$ cat config.mk
export PLATFORM = sky130hd
export DESIGN_NAME = ama_riscv_uart_flat
export DESIGN_NICKNAME = d
export VERILOG_FILES = /design/src/rtl/ama_riscv_uart_if.sv /design/src/rtl/ama_riscv_uart.sv /design/src/flat_wrapper.sv
export SDC_FILE = /design/constraint.sdc
export NUM_CORES = 1
export LEC_CHECK = 0
export CAP_MARGIN = 20
export CORE_ASPECT_RATIO = 0.9
export CORE_MARGIN = 3
export CORE_UTILIZATION = 50
export DETAILED_ROUTE_END_ITERATION = 8
export PLACE_DENSITY = 0.73
export SLEW_MARGIN = 15
export SYNTH_ARGS = -nofsm -noshare
export SYNTH_HDL_FRONTEND = slang
export SYNTH_SLANG_ARGS = --single-unit
$ cat constraint.sdc
create_clock -name clk -period 1.8 [get_ports clk]
set_input_delay 0.18 -clock clk [delete_from_list [all_inputs] [get_ports clk]]
set_output_delay 0.18 -clock clk [all_outputs]
set_load 0.01 [all_outputs]
$ cat src/rtl/ama_riscv_uart_if.sv
// Core-side MMIO bus of the UART: TX byte handshake toward the
// transmitter and RX byte/status handshake back to the core.
interface ama_riscv_uart_if;
  logic [7:0] data_in;
  logic       data_in_valid;
  logic       data_in_ready;
  logic [7:0] data_out;
  logic       data_out_valid;
  logic       data_out_ready;

  // Core side: issues TX bytes and pops RX bytes
  modport master (
    output data_in,
    output data_in_valid,
    output data_out_ready,
    input  data_in_ready,
    input  data_out,
    input  data_out_valid
  );

  // UART side: accepts TX bytes and presents RX bytes
  modport slave (
    input  data_in,
    input  data_in_valid,
    input  data_out_ready,
    output data_in_ready,
    output data_out,
    output data_out_valid
  );
endinterface

$ cat src/rtl/ama_riscv_uart.sv
// 8N1 UART sitting behind the core's MMIO UART port.
// The TX and RX paths are independent FSMs sharing only the clock and
// reset. Every output comes straight from a register, so there is no
// combinational path from any input to any output.
// CLK_FREQ/BAUD_RATE must be at least 4 so that the half-bit delay used
// to centre RX sampling is non-zero.
module ama_riscv_uart #(
  parameter int CLK_FREQ  = 100_000_000,
  parameter int BAUD_RATE = 115_200
) (
  input  logic                  clk,
  input  logic                  rst,
  ama_riscv_uart_if.slave       bus,
  input  logic                  serial_in,
  output logic                  serial_out,
  output logic                  rx_frame_err,
  output logic                  rx_overrun
);

  localparam int CYC_PER_BIT = CLK_FREQ / BAUD_RATE;
  localparam int CNT_W       = $clog2(CYC_PER_BIT);

  // TX counts up to the last cycle of a bit; RX counts down to zero.
  localparam logic [CNT_W-1:0] BIT_LAST  = CNT_W'(CYC_PER_BIT - 1);
  localparam logic [CNT_W-1:0] HALF_LAST = CNT_W'(CYC_PER_BIT / 2 - 1);
  localparam logic [CNT_W-1:0] CNT_ZERO  = '0;
  localparam logic [CNT_W-1:0] CNT_ONE   = CNT_W'(1);

  typedef enum logic [1:0] {
    TX_IDLE,
    TX_START,
    TX_DATA,
    TX_STOP
  } txState_t;

  typedef enum logic [1:0] {
    RX_IDLE,
    RX_START,
    RX_DATA,
    RX_STOP
  } rxState_t;

  // ---------------------------------------------------------------
  // Transmitter state
  // ---------------------------------------------------------------
  txState_t         r_txState;
  logic [CNT_W-1:0] r_txCnt;
  logic [2:0]       r_txBitIdx;
  logic [7:0]       r_txShift;
  logic             r_txOut;
  logic             r_txReady;

  // ---------------------------------------------------------------
  // Receiver state
  // ---------------------------------------------------------------
  logic             r_rxSync1;
  logic             r_rxSync2;
  logic             w_rxLine;
  rxState_t         r_rxState;
  logic [CNT_W-1:0] r_rxCnt;
  logic [2:0]       r_rxBitIdx;
  logic [7:0]       r_rxShift;
  logic [7:0]       r_rxData;
  logic             r_rxValid;
  logic             r_rxFrameErr;
  logic             r_rxOverrun;

  // TX FSM: serialises a latched byte as start, 8 data bits LSB first, stop
  always_ff @(posedge clk) begin
    if (rst) begin
      r_txState  <= TX_IDLE;
      r_txCnt    <= CNT_ZERO;
      r_txBitIdx <= 3'd0;
      r_txShift  <= 8'h00;
      r_txOut    <= 1'b1;
      r_txReady  <= 1'b1;
    end else begin
      case (r_txState)
        TX_IDLE: begin
          r_txOut    <= 1'b1;
          r_txReady  <= 1'b1;
          r_txCnt    <= CNT_ZERO;
          r_txBitIdx <= 3'd0;
          if (bus.data_in_valid && r_txReady) begin
            r_txShift <= bus.data_in;
            r_txOut   <= 1'b0;
            r_txReady <= 1'b0;
            r_txState <= TX_START;
          end
        end

        TX_START: begin
          if (r_txCnt == BIT_LAST) begin
            r_txCnt   <= CNT_ZERO;
            r_txOut   <= r_txShift[0];
            r_txState <= TX_DATA;
          end else begin
            r_txCnt <= r_txCnt + CNT_ONE;
          end
        end

        TX_DATA: begin
          if (r_txCnt == BIT_LAST) begin
            r_txCnt <= CNT_ZERO;
            if (r_txBitIdx == 3'd7) begin
              r_txOut   <= 1'b1;
              r_txState <= TX_STOP;
            end else begin
              r_txBitIdx <= r_txBitIdx + 3'd1;
              r_txShift  <= {1'b0, r_txShift[7:1]};
              r_txOut    <= r_txShift[1];
            end
          end else begin
            r_txCnt <= r_txCnt + CNT_ONE;
          end
        end

        TX_STOP: begin
          if (r_txCnt == BIT_LAST) begin
            r_txCnt   <= CNT_ZERO;
            r_txReady <= 1'b1;
            r_txState <= TX_IDLE;
          end else begin
            r_txCnt <= r_txCnt + CNT_ONE;
          end
        end

        default: begin
          r_txState <= TX_IDLE;
          r_txOut   <= 1'b1;
          r_txReady <= 1'b1;
        end
      endcase
    end
  end

  // Two-flop synchroniser for the asynchronous RX pin; idles high
  always_ff @(posedge clk) begin
    if (rst) begin
      r_rxSync1 <= 1'b1;
      r_rxSync2 <= 1'b1;
    end else begin
      r_rxSync1 <= serial_in;
      r_rxSync2 <= r_rxSync1;
    end
  end

  assign w_rxLine = r_rxSync2;

  // RX FSM: centre-samples a frame and hands the byte to the core
  always_ff @(posedge clk) begin
    if (rst) begin
      r_rxState    <= RX_IDLE;
      r_rxCnt      <= CNT_ZERO;
      r_rxBitIdx   <= 3'd0;
      r_rxShift    <= 8'h00;
      r_rxData     <= 8'h00;
      r_rxValid    <= 1'b0;
      r_rxFrameErr <= 1'b0;
      r_rxOverrun  <= 1'b0;
    end else begin
      r_rxFrameErr <= 1'b0;
      if (r_rxValid && bus.data_out_ready) begin
        r_rxValid <= 1'b0;
      end

      case (r_rxState)
        RX_IDLE: begin
          r_rxBitIdx <= 3'd0;
          if (!w_rxLine) begin
            r_rxCnt   <= HALF_LAST;
            r_rxState <= RX_START;
          end
        end

        RX_START: begin
          if (r_rxCnt == CNT_ZERO) begin
            if (w_rxLine) begin
              r_rxState <= RX_IDLE;
            end else begin
              r_rxCnt   <= BIT_LAST;
              r_rxState <= RX_DATA;
            end
          end else begin
            r_rxCnt <= r_rxCnt - CNT_ONE;
          end
        end

        RX_DATA: begin
          if (r_rxCnt == CNT_ZERO) begin
            r_rxShift <= {w_rxLine, r_rxShift[7:1]};
            r_rxCnt   <= BIT_LAST;
            if (r_rxBitIdx == 3'd7) begin
              r_rxState <= RX_STOP;
            end else begin
              r_rxBitIdx <= r_rxBitIdx + 3'd1;
            end
          end else begin
            r_rxCnt <= r_rxCnt - CNT_ONE;
          end
        end

        RX_STOP: begin
          if (r_rxCnt == CNT_ZERO) begin
            r_rxState <= RX_IDLE;
            if (w_rxLine) begin
              r_rxData  <= r_rxShift;
              r_rxValid <= 1'b1;
              if (r_rxValid && !bus.data_out_ready) begin
                r_rxOverrun <= 1'b1;
              end
            end else begin
              r_rxFrameErr <= 1'b1;
            end
          end else begin
            r_rxCnt <= r_rxCnt - CNT_ONE;
          end
        end

        default: begin
          r_rxState <= RX_IDLE;
        end
      endcase
    end
  end

  assign serial_out         = r_txOut;
  assign bus.data_in_ready  = r_txReady;
  assign bus.data_out       = r_rxData;
  assign bus.data_out_valid = r_rxValid;
  assign rx_frame_err       = r_rxFrameErr;
  assign rx_overrun         = r_rxOverrun;

endmodule

$ cat src/flat_wrapper.sv
// flat-port wrapper written by rule: the top's interface ports become plain ports
module ama_riscv_uart_flat 
#(
  parameter int CLK_FREQ  = 100_000_000,
  parameter int BAUD_RATE = 115_200
)
  (clk, rst, serial_in, serial_out, rx_frame_err, rx_overrun, bus_data_in, bus_data_in_valid, bus_data_out_ready, bus_data_in_ready, bus_data_out, bus_data_out_valid);
  ama_riscv_uart_if bus_i ();
  input  logic clk;
  input  logic rst;
  input  logic serial_in;
  output logic serial_out;
  output logic rx_frame_err;
  output logic rx_overrun;
  input wire logic [$bits(bus_i.data_in)-1:0] bus_data_in;
  input wire logic [$bits(bus_i.data_in_valid)-1:0] bus_data_in_valid;
  input wire logic [$bits(bus_i.data_out_ready)-1:0] bus_data_out_ready;
  output wire logic [$bits(bus_i.data_in_ready)-1:0] bus_data_in_ready;
  output wire logic [$bits(bus_i.data_out)-1:0] bus_data_out;
  output wire logic [$bits(bus_i.data_out_valid)-1:0] bus_data_out_valid;
  assign bus_i.data_in = bus_data_in;
  assign bus_i.data_in_valid = bus_data_in_valid;
  assign bus_i.data_out_ready = bus_data_out_ready;
  assign bus_data_in_ready = bus_i.data_in_ready;
  assign bus_data_out = bus_i.data_out;
  assign bus_data_out_valid = bus_i.data_out_valid;
  ama_riscv_uart #(.CLK_FREQ(CLK_FREQ), .BAUD_RATE(BAUD_RATE)) u_core (.clk(clk), .rst(rst), .bus(bus_i), .serial_in(serial_in), .serial_out(serial_out), .rx_frame_err(rx_frame_err), .rx_overrun(rx_overrun));
endmodule
## Word-level counts from Yosys, hierarchy flattened

Cells that the tools add are included.

| word-level totals | value |
|---|---|
| output and inout bits | 13 |
| word-level logic and storage cells | 112 |
| flip-flop bits (word level) | 61 |

| operators by class | value |
|---|---|
| muxes and demuxes | 43 |
| add/sub/neg operators | 4 |
| equal/unequal tests | 23 |
| bitwise gates (word level) | 2 |
| reduce and logical (&&, ||, !) cells | 24 |

Operators by type and width:

| operator | count |
|---|---|
| 10-bit two-way mux | 6 |
| 10-bit one-hot mux with 4 select lines | 1 |
| 8-bit two-way mux | 3 |
| 2-bit two-way mux | 11 |
| 10-bit one-hot mux with 2 select lines | 1 |
| 2-bit by 1-bit inequality test with 1-bit output (second input constant) | 9 |
| 2-bit one-hot mux with 4 select lines | 2 |
| 8-bit one-hot mux with 2 select lines | 1 |
| 3-bit AND reduction | 5 |
| 3-bit two-way mux | 4 |
| 3-bit one-hot mux with 2 select lines | 2 |
| 10-bit by 1-bit adder with 10-bit output (second input constant) | 1 |
| 10-bit equality test (second input constant) | 1 |
| 10-bit logical NOT | 1 |
| 1-bit two-way mux | 10 |
| 5-bit AND reduction | 2 |
| 10-bit by 1-bit subtractor with 10-bit output (second input constant) | 1 |
| 2-bit equality test (second input constant) | 4 |
| 2-bit inequality test (second input constant) | 4 |
| 4-bit AND reduction | 2 |
| 3-bit by 1-bit adder with 3-bit output (second input constant) | 2 |
| 3-bit equality test (second input constant) | 2 |
| 2-bit nonzero test | 3 |
| 3-bit OR reduction | 2 |
| other kinds (10) | 16 |

## Longest topological paths before layout

Gate-level depths: netlist of run 1.

| logic depth | value |
|---|---|
| depth in word-level cells | 5 |
| depth in mapped cells | 8 |
| depth with buffers taken out | 6 |

## Least setup slack after synthesis of run 1

No wires, ideal clock.

| timing path | value |
|---|---|
| path kind | register to register |
| start point | register u_core.r_rxCnt[0] |
| end point | register u_core.r_rxCnt[3] |
| buffers on the path | 1 |
| setup slack | -0.021 ns |
| cell stages (with the launch flop) | 8 |
| clock period less this slack | 1.821 ns |
| required time | 1.725 ns |
| data arrival time | 1.746 ns |
| library setup time | 0.075 ns |
| cells stage by stage | dfxtp_1 inv_1 ha_1 nor3b_1 clkbuf_1 nand4_1 or4bb_1 o22ai_1 |

| on the way | value |
|---|---|
| word-level cells in the longest chain between the ends | 3 |
| elaborated cells between the ends (all ways) | 9 |
| those cells by class | 1 x add/sub; 2 x eq/ne; 4 x mux; 2 x reduce/logical |

RTL lines:

| item | RTL line | RTL |
|---|---|---|
| start, declared | ama_riscv_uart.sv:60 | `logic [CNT_W-1:0] r_rxCnt;` |
| start signal, assigned | ama_riscv_uart.sv:185 | `r_rxCnt <= r_rxCnt - CNT_ONE;` |
| start signal, assigned | ama_riscv_uart.sv:199 | `r_rxCnt <= r_rxCnt - CNT_ONE;` |
| start signal, assigned | ama_riscv_uart.sv:216 | `r_rxCnt <= r_rxCnt - CNT_ONE;` |
| 10-bit by 1-bit subtractor with 10-bit output or 10-bit logical NOT (tied branches) | - |  |
| 10-bit two-way mux, or another cell as far along | ama_riscv_uart.sv:204 | `if (r_rxCnt == CNT_ZERO) begin` |
| 10-bit one-hot mux with 4 select lines or 3-bit AND reduction (tied branches) | - |  |

Parallel ways exist; a longest one is shown, timed or not. The select of a mux whose other input is x is not followed.
A chain may end at the register's enable or synchronous reset.

## Final worst setup path of run 1

| timing path | value |
|---|---|
| start point | register u_core.r_rxCnt[1] |
| end point | register u_core.r_rxData[4], in the netlist u_core.bus.data_out[4] |

| on the way | value |
|---|---|
| word-level cells in the longest chain between the ends | 2 |

RTL lines:

| item | RTL line | RTL |
|---|---|---|
| 10-bit logical NOT | ama_riscv_uart.sv:204 |  |
| 3-bit AND reduction (no source line) | - |  |
| end signal, assigned | ama_riscv_uart.sv:207 | `r_rxData <= r_rxShift;` |
| end, declared | ama_riscv_uart.sv:63 | `logic [7:0] r_rxData;` |

Every way passes these cells.

==> results.txt, run 1 <==
Number of clock sinks -> 61
DP Worst Slack -> -0.1254 ns
GRT overflow -> 0
Vias per inst -> 5.784
Min cycle time layout -> 1.879 ns
Switching Share -> 0.3675
Synth Register Bits -> 61
Final Worst Setup Slack -> -0.07871 ns
Max Cap Viol -> 0
Slew HR -> 0.6964
FF-to-FF setup slack -> -0.08 ns
EDFF count, synth -> 0
Final period util -> 1.044
R2R Path Start -> u_core.r_rxCnt[1]
Worst setup EP type -> flop
NumNets Final -> 445
WL final -> 7.332 mm
Io pins -> 26
Die area -> 7154 µm²
CTS tree -> done
Total track usage -> 0.2100
Initial antenna violation count -> 0
Clock H-tree levels -> 3
Library cells used by synthesis -> 63
CTS root buf -> clkbuf_8
DRC -> 0
Clock Path Buffers -> 2
Die H -> 80.54 µm
Pin count of the biggest net entering global routing -> 20
N_diodes -> 0
Vias in the first global route -> 2643
Slowest cell on the critical path -> or3b_4
Crit path DAT -> 2.11 ns
Max VDD drop -> 0.0008431 V
Final setup viols -> 12
YS warnings -> 0
Mapped Cells -> 346
Placed cell area -> 3666 µm²
HPWL after DPL -> 4.888 mm
Worst reg2reg path endpoint -> u_core.bus.data_out[4]
RSZ-0062 raised after global routing -> true
Worst hold path cell count -> 2
First-pass GRT wire length -> 11.79 mm
Sink of the worst hold path -> u_core.r_rxSync1
HP Class -> in -> reg
Core area -> 5823 µm²
Asr flop ratio synth -> 0
Final Cell Area -> 4100 µm²
CP Launch Type -> flop
Placed Cells incl. Taps -> 466
DR WL/cell -> 14.93 µm
Reg2Reg Depth -> 8
Gpl congestion -> 0.8448
Pins Over Slew Limit -> 0
CP max FO -> 5
Hold Startpoint -> serial_in
Initial Utilization -> 0.5301
Top_reg_cell synth -> dfxtp_1
Syn nets -> 374
First-pass DRT Iterations -> 4
Final std cells w/o fill -> 491
Violated checks -> setup timing
Clock Skews -> 0.01010 ns
Leak pwr -> 1.551 nW
Int Pwr -> 3.344 mW
Mapped Area -> 3087 µm²
Initial DRC count -> 157
Psw -> 1.943 mW
Fmax -> 532.3 MHz
Chip Width -> 88.82 µm
Final ANT Viol Nets -> 0
Register area share after synthesis -> 0.3956
Setup tns final -> -0.6285 ns
P&R area growth vs syn -> 32.83%
Seq pwr share -> 0.317
Status -> complete, but fails checks
Worst skew pair latency -> 0.34 ns
Req. time, crit path -> 2.03 ns
Vias -> 2840
Slowest cell delay on critical path -> 0.41 ns
CP Cell Sequence -> inv_2 > ha_4 > or3b_4 > nor4_4 > buf_4 > buf_12 > mux2i_1 > nor2_1
Clock transition at the registers of the reported paths -> 0.06 ns
Setup Crit Path Kind -> reg -> reg
Worst hold slack -> 0.4115 ns
Ratio of cells with drive above 1 in the final layout -> 0.2494
Clock power frac -> 0.234
Slew @ Worst Pin -> 0.4533 ns
Hold Fails Final Rpt -> 0
Power Density -> 1289 nW/µm²
CTS Buf Count -> 9
# hold bufs at CTS -> 0
Synth Area per Inst -> 8.921 µm²
Std cell rows -> 26
Comb pwr share -> 0.449
PortBufs -> 25
-- sequential cells by signal, indices dropped and copies added, names as in the netlist, 2 cells and up, named ones only --
signal / cells
u_core.r_txState: 2
u_core.r_rxBitIdx: 3
u_core.r_rxCnt: 10
u_core.r_rxShift: 8
u_core.r_txBitIdx: 3
u_core.r_txShift: 8
u_core.r_txCnt: 10
u_core.bus.data_out: 8
-- power by group through the flow --
stage / registers [mW] / logic [mW] / clock network (mW)
4_1_cts: 1.67 / 2.12 / 1.26
3_3_place_gp: 1.69 / 2.03 / 0
6_report: 1.67 / 2.37 / 1.24
5_1_grt: 1.70 / 2.61 / 1.33
3_5_place_dp: 1.69 / 2.06 / 0
2_1_floorplan: 1.68 / 1.40 / 0
-- cells by family (layout without fill, tap and decap cells) --
| kind of cell | Yosys count | in the layout | share of synthesized area |
|---|---|---|---|
| compound gates | 88 | 88 | 0.2088 |
| xor+xnor | 8 | 8 | 0.02270 |
| fa+ha+maj | 15 | 15 | 0.06080 |
| buf+inv | 30 | 105 | 0.04094 |
| flops | 61 | 61 | 0.3956 |
| mux | 16 | 16 | 0.05188 |
| simple gates | 128 | 128 | 0.2193 |
-- cell type report --
cell class                 count  area, µm²
clock buffer                  11      151.4
clock inverter                 4      47.55
fill                         437       1723
inverter                      16      60.06
multi-input combinational    255       1858
sequential                    61       1227
tap                           70      87.58
timing repair buffer          74      668.1
-- stage by stage --
stage	utilization	power, mW
after floorplan	-	3.083
after global placement	0.6296	3.715
after detailed placement	0.6296	3.754
after CTS	0.6704	5.051
after global routing	0.7041	5.629
final	0.7041	5.287
-- worst max-delay path, delay by kind of cell, from the launching register on --
| family | cells | cell delay [ns] |
|---|---|---|
| adder cells (fa/ha/maj) | 1 | 0.13 |
| buffers and inverters | 3 | 0.37 |
| multiplexers | 1 | 0.19 |
| flip-flops | 1 | 0.33 |
| AND/OR/NAND/NOR | 3 | 0.74 |
-- Yosys cell counts (6+ instances only) --
master	instances	area [µm²]
xnor2_1	6	52.55
nand2_1	31	116.4
inv_1	16	60.06
ha_1	15	187.7
nand3_1	11	55.05
a21oi_1	29	145.1
mux2i_1	16	160.2
a211oi_1	10	75.07
nor2_1	39	146.4
nor3_1	7	35.03
clkbuf_1	10	37.54
dfxtp_1	61	1221
-- layer usage --
| layer | track usage | vias to the layer above | share of wire |
|---|---|---|---|
| li1 | - | 1406 | - |
| met1 | 0.2608 | 1368 | 0.45 |
| met2 | 0.3546 | 57 | 0.49 |
| met3 | 0.05846 | 9 | 0.049 |
| met4 | 0.05438 | 0 | 0.0090 |
| met5 | 0 | - | 0 |
-- worst max-delay path by stage --
stage,start,to,slack [ns],cells after the start
3_3_place_gp,u_core.r_rxCnt[0],u_core.bus.data_out[5],-0.05,7
6_report,u_core.r_rxCnt[1],u_core.bus.data_out[4],-0.08,8
2_1_floorplan,u_core.r_rxCnt[0],u_core.r_rxCnt[3],-0.002,7
4_1_cts,u_core.r_rxCnt[0],flop,-0.03,7
3_5_place_dp,u_core.r_rxCnt[0],u_core.bus.data_out[4],-0.13,7
5_1_grt,u_core.r_rxCnt[0],u_core.bus.data_out[3],-0.15,8
-- placed cells by master (no fill, tap or decap), types with 7 or more instances in the layout --
| cell type | Yosys | routed |
|---|---|---|
| dfxtp_1 | 61 | 56 |
| buf_4 | 1 | 40 |
| nor2_1 | 39 | 38 |
| nand2_1 | 31 | 30 |
| a21oi_1 | 29 | 26 |
| clkdlybuf4s50_1 | 0 | 25 |
| mux2i_1 | 16 | 16 |
| inv_1 | 16 | 14 |
| ha_1 | 15 | 12 |
| nand3_1 | 11 | 11 |
| clkbuf_8 | 0 | 11 |
| a211oi_1 | 10 | 7 |
-- timing repair --
action                                  4_1_cts  5_1_grt
resized for setup                             9       30
gates cloned                                  0        2
buffers inserted                              1        7
pin swaps                                     2       25
endpoints found under the setup margin       13       50
Note: power is estimated with default switching activity, not from simulation.
==> run 2, diff against run 1 <==
CELL_PAD_IN_SITES_DETAIL_PLACEMENT = 1   (was unset)
CELL_PAD_IN_SITES_GLOBAL_PLACEMENT = 1   (was unset)
CORE_UTILIZATION = 40   (was 50)
PLACE_DENSITY = unset   (was 0.73)
PLACE_DENSITY_LB_ADDON = 0.1   (was unset)
SLEW_MARGIN = 20   (was 15)
==> run 2 against run 1 <==
Net effect: the run still ends with setup timing left; final area grew 3.5%; via count up 0.18%; combinational power is 8% higher; maximum frequency up 2.6%; non-clock buffer count rose by 4; clock skew grew 0.0076 ns; global-route usage fell by 1.6 points; count of clock-buffer cells in the layout decreased by 1.
==> results.txt, run 2 (same netlist as run 1, synthesis figures left out) <==
CP max FO -> 5 (unchanged)
Worst hold slack -> 0.2664 ns (-0.1451 ns)
Clock transition at the registers of the reported paths -> 0.07 ns (about the same)
Slowest cell on the critical path -> or4_4
Setup Crit Path Kind -> reg -> reg
Status -> complete, but fails checks
DRC -> 0 (unchanged)
Int Pwr -> 3.538 mW (+5.8%)
CTS Buf Count -> 9 (unchanged)
DP Worst Slack -> -0.1358 ns (-0.01042 ns)
Vias per inst -> 5.482 (-5.2%)
Reg area -> 1234 µm² (+0.51%)
Ratio of cells with drive above 1 in the final layout -> 0.2793 (+0.02994)
Final ANT Viol Nets -> 0 (unchanged)
Most common cell after layout, fill and taps aside -> dfxtp_1
Slowest cell delay on critical path -> 0.62 ns (+0.21 ns)
Fillers -> 839 (+92%)
Largest registers -> u_core.r_rxCnt: 10 flops, u_core.r_txCnt: 10 flops
N_diodes -> 0 (unchanged)
PortBufs -> 25 (unchanged)
Final std cells w/o fill -> 519 (+5.7%)
Placed Cells incl. Taps -> 494 (+6.0%)
Slew HR -> 0.6643 (-0.03206)
WP buf/inv -> 0 (-3)
Area of the multi-input gates -> 1903 µm² (+2.4%)
First-pass GRT wire length -> 13.80 mm (+17%)
Vias -> 2845 (+0.18%)
NumNets Final -> 449 (+0.90%)
Fmax -> 546.2 MHz (+2.6%)
P&R area growth vs syn -> 37.45%
Max Cap Viol -> 0 (unchanged)
CP Launch Type -> flop
Clock Skews -> 0.01773 ns (+0.007631 ns)
Io pins -> 26 (unchanged)
Chip Width -> 98.60 µm (+11%)
Max VDD drop -> 0.0006762 V (-20%)
Number of clock sinks -> 61 (unchanged)
Leak pwr -> 1.597 nW (+3.0%)
Clock H-tree levels -> 3 (unchanged)
Core area -> 7257 µm² (+25%)
Die H -> 89.34 µm (+11%)
Placed cell area -> 3740 µm² (+2.0%)
Req. time, crit path -> 2.04 ns (about the same)
DR WL/cell -> 16.34 µm (+9.4%)
Clock power frac -> 0.247 (+0.013)
Clock Path Buffers -> 2 (unchanged)
RSZ-0062 raised after global routing -> true
CTS tree -> done
Most frequent cells in the layout -> 53 x dfxtp_1, 47 x buf_4, 39 x nor2_1
Post-layout util -> 0.5847 (-0.1195)
Hold Fails Final Rpt -> 0 (unchanged)
Initial DRC count -> 82 (-48%)
Min cycle time layout -> 1.831 ns (-0.04772 ns)
Psw -> 2.092 mW (+7.7%)
First-pass DRT Iterations -> 4 (unchanged)
Total track usage -> 0.1939 (-0.01604)
Violated checks -> setup timing
CP Cell Sequence -> or4_4 > o41ai_4 > a21oi_1 > o22a_1
Comb pwr share -> 0.457 (+0.008)
Pin count of the biggest net entering global routing -> 34 (+70%)
Gpl congestion -> 0.8002 (-5.3%)
Crit path DAT -> 2.07 ns (-0.04 ns)
HPWL after DPL -> 5.697 mm (+17%)
Switching Share -> 0.3716 (+0.004155)
Vias in the first global route -> 2929 (+11%)
Worst skew pair latency -> 0.35 ns (about the same)
Slew @ Worst Pin -> 0.5012 ns (+0.04787 ns)
Delay-heaviest family, CP -> compound AO/OA/AOI/OAI gates
Final Cell Area -> 4243 µm² (+3.5%)
GRT overflow -> 0 (unchanged)
WL final -> 8.481 mm (+16%)
Die area -> 8808 µm² (+23%)
Final setup viols -> 11 (-1)
Initial Utilization -> 0.4253 (-0.1047)
Initial antenna violation count -> 0 (unchanged)
Final Worst Setup Slack -> -0.03099 ns (+0.04772 ns)
CTS root buf -> clkbuf_8
Std cell rows -> 29 (+12%)
HP Class -> in -> reg
Worst setup EP type -> flop
Seq pwr share -> 0.296 (-0.021)
Power Density -> 1327 nW/µm² (+2.9%)
Pins Over Slew Limit -> 0 (unchanged)
Final period util -> 1.017 (-0.02651)
-- run 2: cell count changes in the layout (fill, tap and decap cells not counted), sizes merged --
cell	change
clkbuf	-1
buf	+5
clkdlybuf4s50	-1
bufinv	+1
clkinv	+1
-- run 2: what timing repair did --
item,in CTS,in global routing
gates resized for setup,12,35
cloned,0,1
buffers inserted,0,8
pin swaps,6,13
endpoints found under the setup margin,17,41
hold buffers,0,0
-- run 2: final cells by class --
type                            count  share of cell area
Clock buffer                       10             0.03244
Timing Repair Buffer               78              0.1663
Inverter                           16             0.01416
Clock inverter                      6             0.02035
Sequential cell                    61              0.2908
Multi-Input combinational cell    255              0.4485
Tap cell                           93             0.02743
-- run 2: worst reg2reg max path, stage by stage (launching register included) --
cell	delay, ns
dfxtp_4	0.36
or4_4	0.62
o41ai_4	0.47
a21oi_1	0.08
o22a_1	0.20
-- run 2: path summary, 6_finish.rpt --
check | startpoint | endpoint | slack [ns] | cells past startpoint
setup / recovery | u_core.r_rxCnt[6] | u_core.r_rxCnt[4] | -0.03 | 4
setup reg to reg | u_core.r_rxCnt[6] | u_core.r_rxCnt[4] | -0.03 | 4
hold / removal | rst | u_core.r_txShift[4] | 0.27 | 3
hold reg to reg | u_core.r_rxSync1 | u_core.r_rxSync2 | 0.46 | 1
-- run 2: power by group through the flow --
stage               registers, mW  clock network (mW)  logic [mW]
finish                       1.67                1.39        2.57
global route                 1.69                1.48        2.82
CTS                          1.66                1.42        2.29
detailed placement           1.68                   0        2.19
global placement             1.68                   0        2.16
floorplan                    1.68                   0        1.40
-- run 2: metal layers --
layer,wire length (µm),part of all wire,global-route usage
met1,3928,0.46,0.2347
met2,4231,0.50,0.3413
met3,196,0.023,0.04056
met4,125,0.015,0.07692
met5,0,0,0
-- run 2: through the flow --
| step | TNS [ns] | total power [mW] |
|---|---|---|
| after floorplan | -0.002346 | 3.083 |
| final | -0.1820 | 5.630 |
| after CTS | -0.1970 | 5.373 |
| after global placement | -0.6549 | 3.834 |
| after detailed placement | -1.405 | 3.877 |
| after global routing | -0.9509 | 5.986 |
==> run 3, diff against run 2 <==
CAP_MARGIN = unset   (was 20)
CORE_ASPECT_RATIO = unset   (was 0.9)
==> run 3 against run 2 <==
Net effect: critical path depth rose by 3; sequential cell count is the same; register-to-register slack got worse by 0.06 ns; first-iteration DRC count increased by 37%; clock power decreased by 12%; sequential share of layout area is 0.17 points lower; final cell count increased by 1.9%; largest cell class unchanged; worst hold slack better by 0.037 ns; maximum frequency decreased by 3.0%; largest power group unchanged; count of clock-buffer cells in the layout rose by 2; die area about the same; final area is 0.29% higher; the flow still finishes with violations (setup timing).
==> results.txt, run 3 (same netlist as run 1, synthesis figures left out) <==
Slew HR -> 0.5856 (-0.07875)
Clock transition at the registers of the reported paths -> 0.08 ns (about the same)
HP Class -> in -> reg
PortBufs -> 25 (unchanged)
Leak pwr -> 1.609 nW (+0.76%)
Pins Over Slew Limit -> 0 (unchanged)
Final ANT Viol Nets -> 0 (unchanged)
Most common cell after layout, fill and taps aside -> dfxtp_1
Total power -> 5.543 mW (-1.6%)
Slowest cell on the critical path -> a2111oi_0
Initial antenna violation count -> 0 (unchanged)
Most frequent cells in the layout -> 54 x dfxtp_1, 48 x buf_4, 38 x nor2_1
First-pass GRT wire length -> 14.39 mm (+4.2%)
Pin count of the biggest net entering global routing -> 32 (-5.9%)
Gpl congestion -> 0.8326 (+4.0%)
Req. time, crit path -> 2.07 ns (+0.03 ns)
HPWL after DPL -> 5.846 mm (+2.6%)
N_diodes -> 0 (unchanged)
Fillers -> 847 (+0.95%)
Largest registers -> u_core.r_rxCnt: 10 flops, u_core.r_txCnt: 10 flops
Power Density -> 1303 nW/µm² (-1.8%)
Final setup viols -> 4 (-7)
Hold Fails Final Rpt -> 0 (unchanged)
Met3 wire len -> 243 µm (+24%)
CP max FO -> 5 (unchanged)
Status -> complete, but fails checks
Slowest cell delay on critical path -> 0.56 ns (-0.06 ns)
Min cycle time layout -> 1.888 ns (+0.05693 ns)
GRT overflow -> 0 (unchanged)
Core area -> 7370 µm² (+1.6%)
Final std cells w/o fill -> 529 (+1.9%)
WL final -> 8.635 mm (+1.8%)
First-pass DRT Iterations -> 4 (unchanged)
Fmax -> 529.7 MHz (-3.0%)
Placed Cells incl. Taps -> 499 (+1.0%)
Die area -> 8807 µm² (about the same)
Initial DRC count -> 112 (+37%)
Max VDD drop -> 0.0006672 V (-1.3%)
Total track usage -> 0.2035 (+0.009547)
NumNets Final -> 453 (+0.89%)
Max Cap Viol -> 0 (unchanged)
Io pins -> 26 (unchanged)
Slew @ Worst Pin -> 0.6060 ns (+0.1048 ns)
Setup tns final -> -0.1597 ns (+0.02233 ns)
Metal2 WL -> 4.379 mm (+3.5%)
DR top layer -> met4
Clock H-tree levels -> 3 (unchanged)
CP Cell Sequence -> inv_2 > ha_4 > or3b_4 > nor2_1 > buf_4 > a2111oi_0 > a32o_1
DP Worst Slack -> -0.1140 ns (+0.02185 ns)
Clock Skews -> 0.01098 ns (-0.006749 ns)
DRC -> 0 (unchanged)
CTS tree -> done
Final Worst Setup Slack -> -0.08791 ns (-0.05693 ns)
Worst hold slack -> 0.3038 ns (+0.03744 ns)
Number of clock sinks -> 61 (unchanged)
CP Launch Type -> flop
Die H -> 93.85 µm (+5.0%)
Ratio of cells with drive above 1 in the final layout -> 0.2837 (+0.004378)
Final period util -> 1.049 (+0.03163)
Chip Width -> 93.85 µm (-4.8%)
RSZ-0062 raised after global routing -> true
Vias -> 2879 (+1.2%)
Vias in the first global route -> 3005 (+2.6%)
Violated checks -> setup timing
Std cell rows -> 31 (+6.9%)
Setup Crit Path Kind -> reg -> reg
CTS Buf Count -> 9 (unchanged)
Initial Utilization -> 0.4188 (-0.006499)
Clock Path Buffers -> 2 (unchanged)
DR WL/cell -> 16.32 µm (-0.11%)
Worst skew pair latency -> 0.34 ns (about the same)
Crit path DAT -> 2.16 ns (+0.09 ns)
Worst setup EP type -> flop
Vias per inst -> 5.442 (-0.72%)
DRT met1 WL -> 3.957 mm (+0.74%)
CTS root buf -> clkbuf_8
P&R area growth vs syn -> 37.86%
[run 3: layer usage]
layer,vias to the layer above,global-route usage
li1,1419,-
met1,1410,0.2527
met2,46,0.3495
met5,-,0
met4,0,0.06137
met3,4,0.04567
[run 3: final cells by class]
| class | instances | area [µm²] | area share |
|---|---|---|---|
| timing repair buffer | 82 | 747.0 | 0.1755 |
| clock inverter | 4 | 47.55 | 0.01117 |
| multi-input combinational | 255 | 1902 | 0.4469 |
| inverter | 16 | 60.06 | 0.01411 |
| sequential | 61 | 1230 | 0.2890 |
| tap | 99 | 123.9 | 0.02911 |
| clock buffer | 12 | 145.1 | 0.03411 |
[run 3: through the flow]
| step | util | cell area [µm²] |
|---|---|---|
| finish | 0.5774 | 4255 |
| global route | 0.5774 | 4255 |
| CTS | 0.5509 | 4060 |
| detailed placement | 0.5075 | 3740 |
| global placement | 0.5075 | 3740 |
| floorplan | - | 3090 |
[run 3: power by group]
part	leakage, nW	internal (mW)	switching, mW
Clock	0.0964	0.674	0.547
Sequential	0.499	1.53	0.142
Combinational	1.01	1.27	1.38
Total	1.61	3.48	2.07
[run 3: repair_timing]
item / 4_1_cts / 5_1_grt
endpoints found under the hold margin: 0 / 0
resized for setup: 17 / 38
pin swaps: 4 / 9
setup buffers: 4 / 9
hold buffers: 0 / 0
setup endpoints to repair: 19 / 39
gates cloned: 1 / 0
[run 3: worst max-delay path, delay by kind of cell, from the launching register on]
kind                     cells  cell delay, ns
buffers and inverters        2            0.20
AO/OA/AOI/OAI                2            0.77
adder cells (fa/ha/maj)      1            0.15
flip-flops                   1            0.34
AND/OR/NAND/NOR              2            0.37
[run 3: final timing paths]
path	cells past startpoint	from	to	slack (ns)
max reg2reg	7	u_core.r_rxCnt[0]	u_core.r_rxCnt[9]	-0.09
min	3	rst	u_core.r_rxCnt[5]	0.30
max	7	u_core.r_rxCnt[0]	u_core.r_rxCnt[9]	-0.09
min reg2reg	1	u_core.r_rxSync1	u_core.r_rxSync2	0.41
